### src/rtl/muxscan_pkg.sv
// muxscan_pkg: shared types and constants for the muxscan_ctl scan sequencer.
//   state_t      - scan FSM states
//   CH_W/NUM_CH  - selector channel index width / channel count
//   CNT_W        - settle counter width
//   SETTLE_MIN/MAX - legal settle range (larger values are clamped)
//   RETRY_MAX    - mismatch limit for the debounce option
package muxscan_pkg;

    typedef enum logic [2:0] {IDLE, SEL, WAIT, SAMP, DONE} state_t;

    localparam int CH_W       = 3;
    localparam int NUM_CH     = 1 << CH_W;
    localparam int CNT_W      = 4;
    localparam int SETTLE_MIN = 1;
    localparam int SETTLE_MAX = 15;
    localparam int RETRY_MAX  = 3;

endpackage

### src/rtl/muxscan_next.sv
// muxscan_next: combinational priority finder.
//   mask - channel skip mask (1 = skip)
//   from - first candidate index; may equal NUM_CH, which means "none left"
//   idx  - lowest unmasked index >= from (0 when none)
//   none - no unmasked channel at or above from
module muxscan_next
    import muxscan_pkg::*;
(
    input  logic [NUM_CH-1:0] mask,
    input  logic [CH_W:0]     from,
    output logic [CH_W-1:0]   idx,
    output logic              none
);

    // Scan downward so the last hit, the lowest index, wins.
    always_comb begin
        idx  = '0;
        none = 1'b1;
        for (int i = NUM_CH - 1; i >= 0; i--) begin
            if (!mask[i] && (i >= int'(from))) begin
                idx  = CH_W'(i);
                none = 1'b0;
            end
        end
    end

endmodule

### src/rtl/muxscan_ctl.sv
// muxscan_ctl: scan sequencer for an external 8-to-1 data selector.
// Walks all unmasked channels, waits SETTLE cycles per channel, samples y
// and publishes an 8-bit snapshot with per-bit change flags.
//   clk, clr_n      - clock, async active-low clear
//   start, cont     - single-cycle scan request / continuous mode
//   mask[7:0]       - 1 = skip channel (bit keeps its previous value)
//   a, b, c, s      - selector address (c = MSB) and active-low strobe
//   y               - selector output
//   data, chg, vld  - snapshot, changed bits, one-cycle update pulse
//   busy            - scan in progress
//   err             - sticky debounce failure (MUXSCAN_DEBOUNCE_EN only)
// Optional feature macro: MUXSCAN_DEBOUNCE_EN (double sampling with retry).
module muxscan_ctl
    import muxscan_pkg::*;
#(
    parameter int SETTLE       = 2,
    parameter bit CONT_DEFAULT = 1'b0
) (
    input  logic              clk,
    input  logic              clr_n,
    input  logic              start,
    input  logic              cont,
    input  logic [NUM_CH-1:0] mask,
    output logic              a,
    output logic              b,
    output logic              c,
    output logic              s,
    input  logic              y,
    output logic [NUM_CH-1:0] data,
    output logic [NUM_CH-1:0] chg,
    output logic              vld,
`ifdef MUXSCAN_DEBOUNCE_EN
    output logic              err,
`endif
    output logic              busy
);

    localparam int SETTLE_C = (SETTLE < SETTLE_MIN) ? SETTLE_MIN :
                              (SETTLE > SETTLE_MAX) ? SETTLE_MAX : SETTLE;
    localparam logic [CNT_W-1:0] RELOAD = CNT_W'(SETTLE_C - 1);

    state_t            state, state_n;
    logic [CH_W-1:0]   ch;
    logic [CNT_W-1:0]  cnt;
    logic              cont_q;
    logic [NUM_CH-1:0] mask_q, shadow;
    logic              go, empty_pulse, adv;

    logic [NUM_CH-1:0] f_mask;
    logic [CH_W:0]     f_from;
    logic [CH_W-1:0]   f_idx;
    logic              f_none;

`ifdef MUXSCAN_DEBOUNCE_EN
    logic       phase, first;
    logic [1:0] retry;
`endif

    // One finder serves both the first-channel load (from 0, live mask)
    // and the advance step (from ch+1, mask captured at scan start).
    muxscan_next u_next (
        .mask (f_mask),
        .from (f_from),
        .idx  (f_idx),
        .none (f_none)
    );

    always_ff @(posedge clk or negedge clr_n) begin
        if (!clr_n) state <= IDLE;
        else        state <= state_n;
    end

    always_comb begin
        state_n     = state;
        go          = 1'b0;
        empty_pulse = 1'b0;
        adv         = 1'b0;
        f_mask      = (state == SAMP) ? mask_q : mask;
        f_from      = (state == SAMP) ? ((CH_W+1)'(ch) + (CH_W+1)'(1)) : '0;
        case (state)
            IDLE: if (start || cont_q) begin
                if (!f_none) begin
                    go      = 1'b1;
                    state_n = SEL;
                end else if (start || !vld) begin
                    // all masked: report an empty scan; in continuous mode
                    // the !vld gate spaces the pulses one idle cycle apart
                    empty_pulse = 1'b1;
                end
            end
            SEL:  state_n = WAIT;
            WAIT: if (cnt == '0) state_n = SAMP;
            SAMP: begin
`ifdef MUXSCAN_DEBOUNCE_EN
                if (!phase)                                           state_n = WAIT;
                else if ((y == first) || (retry == 2'(RETRY_MAX - 1))) adv     = 1'b1;
                else                                                  state_n = WAIT;
`else
                adv = 1'b1;
`endif
                if (adv) state_n = f_none ? DONE : SEL;
            end
            DONE: begin
                // continuous mode chains straight into the next scan
                if (cont_q && !f_none) begin
                    go      = 1'b1;
                    state_n = SEL;
                end else begin
                    state_n = IDLE;
                end
            end
            default: state_n = IDLE;
        endcase
    end

    always_ff @(posedge clk or negedge clr_n) begin
        if (!clr_n) begin
            ch        <= '0;
            cnt       <= '0;
            cont_q    <= CONT_DEFAULT;
            mask_q    <= '0;
            shadow    <= '0;
            {c, b, a} <= '0;
            s         <= 1'b1;
            data      <= '0;
            chg       <= '0;
            vld       <= 1'b0;
            busy      <= 1'b0;
`ifdef MUXSCAN_DEBOUNCE_EN
            phase     <= 1'b0;
            first     <= 1'b0;
            retry     <= '0;
            err       <= 1'b0;
`endif
        end else begin
            cont_q <= cont;
            vld    <= 1'b0;
            busy   <= (state_n != IDLE);
            if (go) begin
                ch     <= f_idx;
                mask_q <= mask;
            end
`ifdef MUXSCAN_DEBOUNCE_EN
            if (start && state == IDLE) err <= 1'b0;
`endif
            case (state)
                IDLE: begin
                    // preload so masked channels keep their old value
                    if (go) shadow <= data;
                    if (empty_pulse) begin
                        vld <= 1'b1;
                        chg <= '0;
                    end
                end
                SEL: begin
                    {c, b, a} <= ch;
                    s         <= 1'b0;
                    cnt       <= RELOAD;
`ifdef MUXSCAN_DEBOUNCE_EN
                    phase     <= 1'b0;
                    retry     <= '0;
`endif
                end
                WAIT: if (cnt != '0) cnt <= cnt - CNT_W'(1);
                SAMP: begin
`ifdef MUXSCAN_DEBOUNCE_EN
                    if (!phase) begin
                        first <= y;
                        phase <= 1'b1;
                        cnt   <= RELOAD;
                    end else if (!adv) begin
                        retry <= retry + 2'd1;
                        phase <= 1'b0;
                        cnt   <= RELOAD;
                    end else if (y != first) begin
                        err <= 1'b1;
                    end
`endif
                    if (adv) begin
                        shadow[ch] <= y;
                        if (!f_none) ch <= f_idx;
                    end
                end
                DONE: begin
                    // a chained restart reuses shadow, which now equals data
                    s    <= 1'b1;
                    data <= shadow;
                    chg  <= shadow ^ data;
                    vld  <= 1'b1;
                end
                default: ;
            endcase
        end
    end

endmodule

### config.mk
export PLATFORM = sky130hd
export DESIGN_NAME = muxscan_ctl
export DESIGN_NICKNAME = d
export VERILOG_FILES = /design/src/rtl/muxscan_pkg.sv /design/src/rtl/muxscan_next.sv /design/src/rtl/muxscan_ctl.sv
export SDC_FILE = /design/constraint.sdc
export NUM_CORES = 1
export LEC_CHECK = 0
export BUFFER_PORTS_ARGS = -buffer_cell sky130_fd_sc_hd__buf_2
export CORE_UTILIZATION = 45
export CTS_CLUSTER_SIZE = 14
export DETAILED_ROUTE_END_ITERATION = 16
export PLACE_DENSITY_LB_ADDON = 0.15
export SYNTH_ARGS = -nofsm -noshare
export SYNTH_HDL_FRONTEND = slang
export SYNTH_SLANG_ARGS = --single-unit
### constraint.sdc
create_clock -name clk -period 3.51 [get_ports clk]
set_input_delay 0.702 -clock clk [delete_from_list [all_inputs] [get_ports clk]]
set_output_delay 0.702 -clock clk [all_outputs]
set_load 0.01 [all_outputs]
Word-level counts from Yosys, hierarchy flattened
Index checks and enable logic that the tools add are counted.
{"block": "word_totals", "reg_bits": 49, "in_bits": 13, "output_inout_bits": 22}
{"block": "op_classes", "n_addsub": 2, "n_lt_le_gt_ge": 10, "n_eq_ne": 8, "mux": 50, "bitwise": 1, "n_reduce_logical": 33}
{"cell": "$mux W3", "count": 16}
{"cell": "$mux W8", "count": 4}
{"cell": "$pmux W8 S2", "count": 2}
{"cell": "$mux W1", "count": 19}
{"cell": "$ge A3 B4 Y1 const A", "count": 4}
{"cell": "$pmux W3 S5", "count": 1}
{"cell": "$logic_and A1 B1 Y1", "count": 10}
{"cell": "$logic_not A1 Y1", "count": 10}
{"cell": "$bwmux W8", "count": 1}
{"cell": "$ge A1 B4 Y1 const A", "count": 2}
{"cell": "$ge A2 B4 Y1 const A", "count": 2}
{"cell": "$mux W4", "count": 2}
{"cell": "$ne A2 B2 Y1 const B", "count": 4}
{"cell": "$pmux W4 S2", "count": 1}
{"cell": "$reduce_bool A2 Y1", "count": 4}
{"cell": "$xor A8 B8 Y8", "count": 1}
{"cell": "$eq A3 B2 Y1 const B", "count": 2}
{"cell": "$pmux W1 S2", "count": 3}
{"cell": "$add A3 B1 Y4 const B", "count": 1}
{"cell": "$logic_not A4 Y1", "count": 1}
{"cell": "$lt A3 B4 Y1 const B", "count": 1}
{"cell": "$reduce_and A2 Y1", "count": 2}
{"cell": "$reduce_bool A4 Y1", "count": 1}
{"cell": "$sub A4 B1 Y4 const B", "count": 1}
{"cell": "8 further kinds", "count": 9}

Logic depth before layout (Yosys ltp)
Gate-level depths: netlist of run 1.
{"block": "logic_depth", "ltp_word": 20, "depth_mapped": 9, "depth_no_buf": 7}

Hierarchy
A second synthesis of run 1 with hierarchy kept.
{"block": "unflattened", "cells_unflattened": 253, "hier_area_um2": 2586.2}
{"mod": "muxscan_ctl", "instances": 1, "cells_per_inst": 217, "area_each_um2": 2298.5, "seq_area_each_um2": 1227.4}
{"mod": "muxscan_next", "instances": 1, "cells_per_inst": 36, "area_each_um2": 287.8, "seq_area_each_um2": 0.0}

Worst setup path before layout of run 1
OpenSTA, ideal clock, no wires.
{"block": "synth_path", "kind": "register to register", "from": "register ch[0]", "to": "register mask_q[0]", "setup_time_ps": 125, "arrival_time_ps": 2102, "path_slack_ps": 1283, "stages_incl_launch_ff": 10, "path_buffers": 2, "synth_period_minus_slack_ps": 2227, "path_cell_list": "dfrtp_1 > ha_1 > buf_4 > nor2b_1 > a31oi_1 > a21oi_2 > o22ai_2 > nor2b_4 > buf_6 > mux2_2"}
{"block": "synth_between", "elab_chain_len": 16, "elab_cells_between_ends": 32, "cone_classes": "add/sub: 1; order compare: 8; mux: 13; reduce/logical: 10"}
{"element": "from (decl)", "line_no": "muxscan_ctl.sv:43", "source": "logic [CH_W-1:0] ch;"}
{"element": "from (signal assigned)", "line_no": "muxscan_ctl.sv:140", "source": "ch <= f_idx;"}
{"element": "from (signal assigned)", "line_no": "muxscan_ctl.sv:181", "source": "if (!f_none) ch <= f_idx;"}
{"element": "$add A3 B1 Y4 (*)", "line_no": "muxscan_ctl.sv:79", "source": "f_from = (state == SAMP) ? ((CH_W+1)'(ch) + (CH_W+1)'(1)) : '0;"}
{"element": "$mux W4 (*)", "line_no": "muxscan_ctl.sv:79"}
{"element": "$ge A3 B4 Y1", "line_no": "muxscan_next.sv:20", "source": "if (!mask[i] && (i >= int'(from))) begin"}
{"element": "$logic_and A1 B1 Y1", "line_no": "muxscan_next.sv:20"}
{"element": "$mux W1 (7 in a row)", "line_no": "muxscan_next.sv:20"}
{"element": "$mux W1 (*)", "line_no": "muxscan_next.sv:20"}
{"element": "$logic_not A1 Y1"}
{"element": "$logic_and A1 B1 Y1", "line_no": "muxscan_ctl.sv:105", "source": "if (cont_q && !f_none) begin"}
{"element": "$mux W1", "line_no": "muxscan_ctl.sv:105"}
{"element": "$pmux W1 S2 (*)", "line_no": "muxscan_ctl.sv:80", "source": "case (state)"}
{"element": "to (signal assigned)", "line_no": "muxscan_ctl.sv:141", "source": "mask_q <= mask;"}
{"element": "to (decl)", "line_no": "muxscan_ctl.sv:46", "source": "logic [NUM_CH-1:0] mask_q, shadow;"}
Every way passes the cells marked *; elsewhere a longest branch is shown, timed or not.
A chain may end at the register's enable or synchronous reset.

Final worst setup path of run 1
Ends and elaborated chain as after synthesis.

==> metrics.txt, run 1 <==
vias per cell 5.40; average size of a mapped cell 9.65 µm²; Slew Limit Fails 0; Most used DFF post-synth dfrtp_1; Max Clock Freq 370 MHz; pre-CTS WS 818 ps; fin crit period 2700 ps; Post-Synth Simple-Gate Area 0.217; Die X 78.5 µm; Final Setup Violations 0; maximum vdd drop 0.353 mV; io pins 35; R2R Setup Slk 810 ps; Critical Path Source Type flip-flop; synth top area cells dfrtp_1 46%, mux2_2 8.6%, nor2_1 4.1%, nand2_1 4.0%, a21oi_1 3.8%; Port Buf Inserts 34; reg2reg start ch[0]; fraction of registers with async set/reset 1.00; Synth Cell Area 2630 µm²; DR top layer met4; Ys Warns 0; FF+latch count, synth 49; share of cells above drive strength 1 0.238; Register Area 1230 µm²; RSZ-0062 raised after global routing false; Filler cells 567; maximum number of pins on one net before global-route repair 36; worst hold path type in2async; DRT iter0 DRCs 83; Hold-fix buffers, CTS 0; post-synth top area cell dfrtp_1; R2R depth 7; Layout Skew 8.17 ps; First-pass DRT Iterations 4; Pwr Total 2.69 mW; CTS tree yes; HPWL Detailed 3870 µm; xor and xnor area share after synthesis 0.0399; Synth top area share 0.456; total clock sinks 49; M1 WL 2730 µm; worst slew pin tran 804 ps; reg2reg end mask_q[0]; vias in the first global route 1948; GPL Wtd Cong 0.801; core area 5570 µm²; Max-slew headroom 0.464; synthesized instance count 273; crit-path max cell delay 650 ps; Worst-path clk slew 90 ps; Worst Path Max Fanout 15; Post-CTS Repair Setup Buffers 0; post-synthesis mux area share 0.0941; Root Buffer clkbuf_8; Initial Utilization 0.473; Worst Setup Slack, final 811 ps; most numerous cell in the Yosys netlist dfrtp_1; Compound-Gate Fraction of Synth Area 0.131; # DRC 0; met2 wire len 2500 µm; CP endpoint kind flip-flop; status finished, final reports clean; overall routing resource usage 0.200; hold slack 475 ps; placed cells 367; worst-path cell chain ha_1 > nor2b_1 > a31oi_1 > a21oi_2 > o22ai_2 > nor2b_4 > mux2_2; gr ovfl total 0; Top Family by Delay on Critical Path flip-flops; post-synthesis sequential area ratio 0.466; # H-tree levels 2; maximum clock path buffer count 2; Multi-input gate area 1310 µm²; Crit. Startpoint ch[0]; largest family of logic cells by synthesized area simple AND/OR/NAND/NOR gates; Post-synth EDFFs 0; post_cts resized 0; Die Height 78.5 µm; Post-Route WL 5470 µm; area grow syn2layout 11.0%; Lkg Pwr 1.31 nW; maxcap violations 0; worst-skew pair later-pin latency 300 ps; period utilisation layout 0.769; most common library cells after synthesis 48 x dfrtp_1, 29 x nor2_1, 28 x nand2_1; Antenna Cells 0; syn_nets 289; first-pass GRT wire length 9530 µm; row count 27; CTS Buf Count 5; Final #Nets 318; Die ar. 6160 µm²; initial antenna violation count 0; post-route insts no fill 375; kind of critical path reg2reg; Adder-Cell Fraction of Synth Area 0.0143; crit path buf inv count 0; antenna viol nets, final 0; pwr dens 920 nW/µm²; routed len/inst 14.6 µm; crit path max-delay cell type dfrtp_1; setup TNS 0 ps; crit path DAT 2890 ps; Synth cell types 48; WL met3 173 µm; Critical Path RT 3700 ps; via count 2025; Hold Vio Cnt, Final 0
==> layout make-up <==
class / instances / area share
clock buffer: 6 / 0.0282
clock inverter: 2 / 0.00471
inverter: 7 / 0.00899
multi-input combinational: 204 / 0.447
sequential: 49 / 0.420
tap: 72 / 0.0308
timing repair buffer: 35 / 0.0608
==> where the power goes <==
group          switching (mW)  leakage [nW]  internal [mW]
clock                   0.191        0.0512          0.160
sequential              0.281         0.570          0.812
combinational           0.657         0.684          0.591
==> registers in the layout, indices dropped and copies added, names as in the netlist, 3 cells and up <==
name    count
chg         8
data        8
mask_q      8
shadow      8
cnt         4
ch          3
state       3
==> worst max path at each step <==
| stage | to | slack [ps] | cells after the start |
|---|---|---|---|
| detailed placement | chg[0] | 820 | 7 |
| finish | mask_q[0] | 810 | 7 |
| floorplan | mask_q[0] | 1280 | 9 |
| global placement | mask_q[0] | 890 | 7 |
| global route | chg[3] | 480 | 7 |
| CTS | chg[0] | 810 | 7 |
==> cell usage in the layout (no fill, tap or decap), types with 2 or more instances in the layout <==
master / synthesis / routed
dfrtp_1: 48 / 48
buf_2: 3 / 34
nor2_1: 29 / 29
nand2_1: 28 / 28
nand3_1: 20 / 20
a21oi_1: 20 / 20
mux2_2: 20 / 20
o21ai_0: 16 / 16
xnor2_1: 11 / 11
nand2b_1: 10 / 10
inv_1: 7 / 7
nor2b_1: 6 / 6
clkbuf_8: 0 / 6
nand4_1: 4 / 4
a31oi_1: 3 / 3
o22ai_1: 3 / 3
ha_1: 3 / 3
a21oi_2: 2 / 2
a21o_1: 2 / 2
or4_1: 2 / 2
mux2_1: 2 / 2
==> per-layer routing <==
metal  vias to the layer above  global-route usage
met5                         -                   0
met4                         0              0.0611
met3                         5              0.0384
met2                        41               0.323
met1                       968               0.271
li1                       1011                   -
==> stage by stage <==
step | instance area (µm²) | utilization
final | 2920 | 0.525
after global routing | 2920 | 0.525
after CTS | 2920 | 0.525
after detailed placement | 2830 | 0.507
after global placement | 2830 | 0.507
after floorplan | 2630 | -
==> cells by family (layout without fill, tap and decap cells) <==
group                      after synthesis  count (layout)
and+or+nand+nor                        110             110
AOI/OAI and AO/OA                       57              57
DFF                                     49              49
muxes                                   22              22
buffers and inverters                   20              50
xor gates and xnor gates                12              12
adders and majority gates                3               3
Note: power is estimated with default switching activity, not from simulation.
==> inputs of run 2 (changes only) <==
--- a/config.mk
+++ b/config.mk
@@ -5,6 +5,7 @@
 export SDC_FILE = /design/constraint.sdc
 export NUM_CORES = 1
 export LEC_CHECK = 0
+export ABC_AREA = 1
 export BUFFER_PORTS_ARGS = -buffer_cell sky130_fd_sc_hd__buf_2
 export CORE_UTILIZATION = 45
 export CTS_CLUSTER_SIZE = 14
==> constraint.sdc (replaced) <==
create_clock -name clk -period 2.7 [get_ports clk]
set_input_delay 0.54 -clock clk [delete_from_list [all_inputs] [get_ports clk]]
set_output_delay 0.54 -clock clk [all_outputs]
set_load 0.01 [all_outputs]
==> metrics.txt, run 2 <==
worst hold path type in2async (unchanged); Gate power share 0.469 (was 0.464); io pins 35 (unchanged); Synth cell types 34 (was 48); First-pass DRT Iterations 5 (was 4); Hold-fix buffers, CTS 0 (unchanged); routed len/inst 12.9 µm (was 14.6 µm); Lkg Pwr 1.52 nW (was 1.31 nW); Slew Limit Fails 0 (unchanged); Final Cell Area 2960 µm² (was 2920 µm²); gr ovfl total 0 (unchanged); Seq pwr share 0.389 (was 0.406); RSZ-0062 raised after global routing false (unchanged); post-synth top area cell dfrtp_1 (unchanged); Port Buf Inserts 34 (unchanged); worst-skew pair later-pin latency 310 ps (was 300 ps); most numerous cell in the Yosys netlist nand2_1 (was dfrtp_1); CP endpoint kind flip-flop (unchanged); Internal 1.67 mW (was 1.56 mW); Worst Setup Slack, final 462 ps (was 811 ps); setup TNS 0 ps (unchanged); Pwr Total 3.07 mW (was 2.69 mW); crit path DAT 2490 ps (was 2890 ps); maximum clock path buffer count 2 (unchanged); kind of critical path reg2reg (unchanged); Final Setup Violations 0 (unchanged); maximum number of pins on one net before global-route repair 32 (was 36); Die ar. 6220 µm² (was 6160 µm²); overall routing resource usage 0.208 (was 0.200); Critical Path Source Type flip-flop (unchanged); vias in the first global route 2095 (was 1948); leading cell types in the layout, fill and taps excluded 117 x nand2_1, 48 x dfrtp_1, 34 x buf_2 (was 48 x dfrtp_1, 34 x buf_2, 29 x nor2_1); fin crit period 2240 ps (was 2700 ps); switching pwr 1.40 mW (was 1.13 mW); # DRC 0 (unchanged); core area 5610 µm² (was 5570 µm²); most common library cells after synthesis 117 x nand2_1, 48 x dfrtp_1, 31 x inv_1, 26 x nand3_1, 21 x o21ai_0 (was 48 x dfrtp_1, 29 x nor2_1, 28 x nand2_1); vias per cell 5.01 (was 5.40); area grow syn2layout 11.2% (was 11.0%); FF+latch count, synth 49 (unchanged); maximum vdd drop 0.579 mV (was 0.353 mV); pre-CTS WS 490 ps (was 818 ps); via count 2218 (was 2025); # H-tree levels 2 (unchanged); CTS tree yes (unchanged); average size of a mapped cell 7.91 µm² (was 9.65 µm²); Post-Route WL 5720 µm (was 5470 µm); first-pass GRT wire length 9920 µm (was 9530 µm); row count 27 (unchanged); Ys Warns 0 (unchanged); Synth top area share 0.452 (was 0.456); Critical Path RT 2950 ps (was 3700 ps); share of cells above drive strength 1 0.178 (was 0.238); CTS Buf Count 5 (unchanged); placed cells 435 (was 367); Post-CTS Repair Setup Buffers 0 (unchanged); Worst-path clk slew 90 ps (about the same); Max-slew headroom 0.546 (was 0.464); post_cts resized 0 (unchanged); Hold Vio Cnt, Final 0 (unchanged); antenna viol nets, final 0 (unchanged); Antenna Cells 0 (unchanged); status finished, final reports clean (unchanged); synth top area cells dfrtp_1 45%, nand2_1 17%, nand3_1 4.9%, inv_1 4.4%, o21ai_0 4.0% (was dfrtp_1 46%, mux2_2 8.6%, nor2_1 4.1%, nand2_1 4.0%, a21oi_1 3.8%); clock share of power 0.142 (was 0.130); commonest non-fill, non-tap cell in the layout nand2_1 (was dfrtp_1); switching portion of total power 0.455 (was 0.419); Initial Utilization 0.474 (was 0.473); Area after DPL 2870 µm² (was 2830 µm²); fraction of registers with async set/reset 1.00 (unchanged); Die X 78.9 µm (was 78.5 µm); Post-synth EDFFs 0 (unchanged); period utilisation layout 0.829 (was 0.769); worst slew pin tran 681 ps (was 804 ps); GPL Wtd Cong 0.884 (was 0.801); post-synthesis sequential area ratio 0.462 (was 0.466); HPWL Detailed 4170 µm (was 3870 µm); Max Clock Freq 447 MHz (was 370 MHz); syn_nets 352 (was 289); Root Buffer clkbuf_8 (unchanged); Final #Nets 386 (was 318); post-route insts no fill 443 (was 375); Most used DFF post-synth dfrtp_1 (unchanged); pwr dens 1040 nW/µm² (was 920 nW/µm²); DRT iter0 DRCs 126 (was 83); Worst Path Max Fanout 10 (was 15); initial antenna violation count 0 (unchanged); Die Height 78.9 µm (was 78.5 µm); synthesized instance count 336 (was 273); total clock sinks 49 (unchanged); maxcap violations 0 (unchanged); Synth Cell Area 2660 µm² (was 2630 µm²); Layout Skew 4.20 ps (was 8.17 ps)
-- run 2: through the flow --
step / util / hold WS [ps]
after floorplan: - / 244
after global placement: 0.512 / 450
after detailed placement: 0.512 / 454
after CTS: 0.527 / 287
after global routing: 0.527 / 312
final: 0.527 / 260
-- run 2: power by group through the flow --
stage | clock (mW) | sequential, mW | combinational (mW)
final | 0.435 | 1.20 | 1.44
after global placement | 0 | 1.20 | 1.42
after detailed placement | 0 | 1.21 | 1.44
after floorplan | 0 | 1.18 | 1.17
after global routing | 0.483 | 1.23 | 1.67
after CTS | 0.446 | 1.19 | 1.45
-- run 2: cell families (layout without fill, tap and decap cells) --
| group | after synthesis | after routing | share of synthesized area |
|---|---|---|---|
| flip-flops | 49 | 49 | 0.462 |
| XOR/XNOR | 7 | 7 | 0.0231 |
| adder cells (fa/ha/maj) | 3 | 3 | 0.0141 |
| buffers and inverters | 44 | 79 | 0.0758 |
| AO/OA/AOI/OAI | 47 | 47 | 0.108 |
| AND/OR/NAND/NOR | 186 | 186 | 0.318 |
-- run 2: cell type report --
cell class / instances / area, µm²
clock buffers: 7 / 76.3
clock inverters: 1 / 7.51
fillers: 572 / 2650
inverters: 33 / 124
multi-input cells: 243 / 1230
flip-flops and latches: 49 / 1230
well taps: 72 / 90.1
repair buffers: 38 / 200
-- run 2: path summary, 6_finish.rpt --
check,startpoint,end,slack (ps),depth (start not counted)
hold / removal,clr_n,cnt[1],260,1
setup reg to reg,ch[0],ch[0],460,12
setup / recovery,ch[0],ch[0],460,12
min in group clk,cont,cont_q,330,1
hold reg to reg,s,s,470,2
max in group asynchronous,clr_n,chg[1],1830,2
-- run 2: critical path: stages, from the launching register on --
cell and delay (ps):
dfrtp_1 510, ha_1 420, nor2_1 140, nand2_1 50, o21ai_0 100, nand2_1 100
nand2_1 140, nor2_4 80, a21oi_1 350, inv_2 90, nor2_1 90, nand2_1 60
nand2_1 50
-- run 2: metal layers --
metal / vias up / global-route usage / part of all wire
met5: - / 0 / 0
met4: 0 / 0.0709 / 0.016
met3: 8 / 0.0414 / 0.042
li1: 1145 / - / -
met1: 1020 / 0.289 / 0.50
met2: 45 / 0.323 / 0.44
==> inputs of run 3 (changes only) <==
==> constraint.sdc (replaced) <==
create_clock -name clk -period 1.9 [get_ports clk]
set_input_delay 0.38 -clock clk [delete_from_list [all_inputs] [get_ports clk]]
set_output_delay 0.38 -clock clk [all_outputs]
set_load 0.01 [all_outputs]
==> metrics.txt, run 3 (synthesis results as in run 2) <==
first-pass GRT wire length 10400 µm (was 9920 µm); Final Setup Violations 7 (was 0); Port Buf Inserts 34 (unchanged); area grow syn2layout 28.2% (was 11.2%); # DRC 0 (unchanged); Post-Route WL 6230 µm (was 5720 µm); Critical Path Source Type flip-flop (unchanged); period utilisation layout 1.03 (was 0.829); Hold-fix buffers, CTS 0 (unchanged); maximum vdd drop 0.675 mV (was 0.579 mV); routed len/inst 13.0 µm (was 12.9 µm); Lkg Pwr 1.73 nW (was 1.52 nW); placed cells 458 (was 435); total clock sinks 49 (unchanged); via count 2413 (was 2218); GPL Wtd Cong 0.962 (was 0.884); Layout Skew 8.49 ps (was 4.20 ps); Area after DPL 3070 µm² (was 2870 µm²); crit-path max cell delay 420 ps (was 510 ps); initial antenna violation count 0 (unchanged); leading cell types in the layout, fill and taps excluded 105 x nand2_1, 46 x dfrtp_1, 34 x buf_2 (was 117 x nand2_1, 48 x dfrtp_1, 34 x buf_2); post-route insts no fill 480 (was 443); Top Family by Delay on Critical Path simple AND/OR/NAND/NOR gates (unchanged); pre-CTS WS -7.40 ps (was 490 ps); HPWL Detailed 4390 µm (was 4170 µm); Root Buffer clkbuf_8 (unchanged); # H-tree levels 2 (unchanged); Initial Utilization 0.474 (unchanged); hold slack 28.3 ps (was 260 ps); core area 5610 µm² (unchanged); Worst Path Max Fanout 7 (was 10); CTS Buf Count 5 (unchanged); M1 WL 3040 µm (was 2850 µm); CP endpoint kind flip-flop (unchanged); Max Clock Freq 513 MHz (was 447 MHz); pwr dens 1530 nW/µm² (was 1040 nW/µm²); RSZ-0062 raised after global routing true (was false); io pins 35 (unchanged); Pwr Total 5.21 mW (was 3.07 mW); Final #Nets 423 (was 386); reg2reg end shadow[7] (was ch[0]); DR top layer met4 (unchanged); Antenna Cells 0 (unchanged); Die Height 78.9 µm (unchanged); R2R depth 13 (was 12); WL met3 250 µm (was 240 µm); Die X 78.9 µm (unchanged); met2 wire len 2810 µm (was 2530 µm); reg2reg start state[2] (was ch[0]); overall routing resource usage 0.216 (was 0.208); row count 27 (unchanged); CTS tree yes (unchanged); Slew Limit Fails 0 (unchanged); Worst Setup Slack, final -49.8 ps (was 462 ps); commonest non-fill, non-tap cell in the layout nand2_1 (unchanged); Critical Path RT 2100 ps (was 2950 ps); Top cell by count, worst path nand2_2 (was nand2_1); failing checks setup timing; fin crit period 1950 ps (was 2240 ps); worst-skew pair later-pin latency 310 ps (about the same); First-pass DRT Iterations 4 (was 5); share of cells above drive strength 1 0.319 (was 0.178); maxcap violations 0 (unchanged); maximum number of pins on one net before global-route repair 31 (was 32); Die ar. 6220 µm² (unchanged); worst slew pin tran 485 ps (was 681 ps); Filler cells 539 (was 572); R2R Setup Slk -50 ps (was 460 ps); DRT iter0 DRCs 182 (was 126); vias per cell 5.03 (was 5.01); Final Cell Area 3410 µm² (was 2960 µm²); maximum clock path buffer count 2 (unchanged); Worst-path clk slew 90 ps (about the same); crit path max-delay cell type dfrtp_1 (unchanged); worst hold path type in2async (unchanged); gr ovfl total 0 (unchanged); kind of critical path reg2reg (unchanged); worst-path cell chain buf_6 > nor2_4 > buf_12 > buf_6 > nand2_2 > o211ai_2 > nand2_2 > nor2_4 > nand2_4 > nand3_4 > nand2_2 > nand2_1 > o21ai_2 (was ha_1 > nor2_1 > nand2_1 > o21ai_0 > nand2_1 > nand2_1 > nor2_4 > a21oi_1 > inv_2 > nor2_1 > nand2_1 > nand2_1); Hold Vio Cnt, Final 0 (unchanged); Max-slew headroom 0.677 (was 0.546); antenna viol nets, final 0 (unchanged); crit path DAT 2150 ps (was 2490 ps); vias in the first global route 2230 (was 2095); crit path buf inv count 3 (was 1); status finished with violations (was finished, final reports clean)
## run 3: changes by cell type in the layout (fill, tap and decap cells not counted), sizes merged
cell      change
clkinv        +2
buf          +36
clkbuf        -1
clkinvlp      -1
nand3         +1
## run 3: layout make-up
cell class / count / area, µm² / area share
clock buffer: 6 / 82.6 / 0.0242
clock inverter: 2 / 13.8 / 0.00404
inverter: 33 / 124 / 0.0363
multi-input combinational: 244 / 1350 / 0.397
sequential: 49 / 1230 / 0.361
tap: 72 / 90.1 / 0.0264
timing repair buffer: 74 / 514 / 0.151
## run 3: repair_timing
item                       4_1_cts  5_1_grt
setup endpoints to repair       11       30
setup buffers                    0       13
pin swaps                        0       25
gates cloned                     1        0
gates resized for setup          3       36
## run 3: metal layers
metal | vias up | global-route usage
li1 | 1228 | -
met1 | 1121 | 0.307
met2 | 53 | 0.332
met3 | 11 | 0.0345
met4 | 0 | 0.0818
met5 | - | 0
## run 3: worst max path at each step
stage / end / slack [ps] / cells after the start / start
5_1_grt: shadow[7] / -150 / 13 / state[2]
3_5_place_dp: shadow[0] / -7 / 12 / ch[0]
4_1_cts: chg[7] / -0.9 / 10 / state[2]
6_report: shadow[7] / -50 / 13 / state[2]
2_1_floorplan: shadow[7] / 110 / 12 / ch[0]
3_3_place_gp: shadow[7] / 10 / 12 / ch[0]
## run 3: power by group
group / internal [mW] / switching (mW)
Sequential: 1.42 / 0.245
Clock: 0.296 / 0.355
Combinational: 1.25 / 1.65
## run 3: stage by stage
step / utilization / setup TNS, ps
after floorplan: - / 0
after global placement: 0.547 / 0
after global routing: 0.608 / -2950
after detailed placement: 0.547 / -19.2
final: 0.608 / -103
after CTS: 0.569 / -0.870
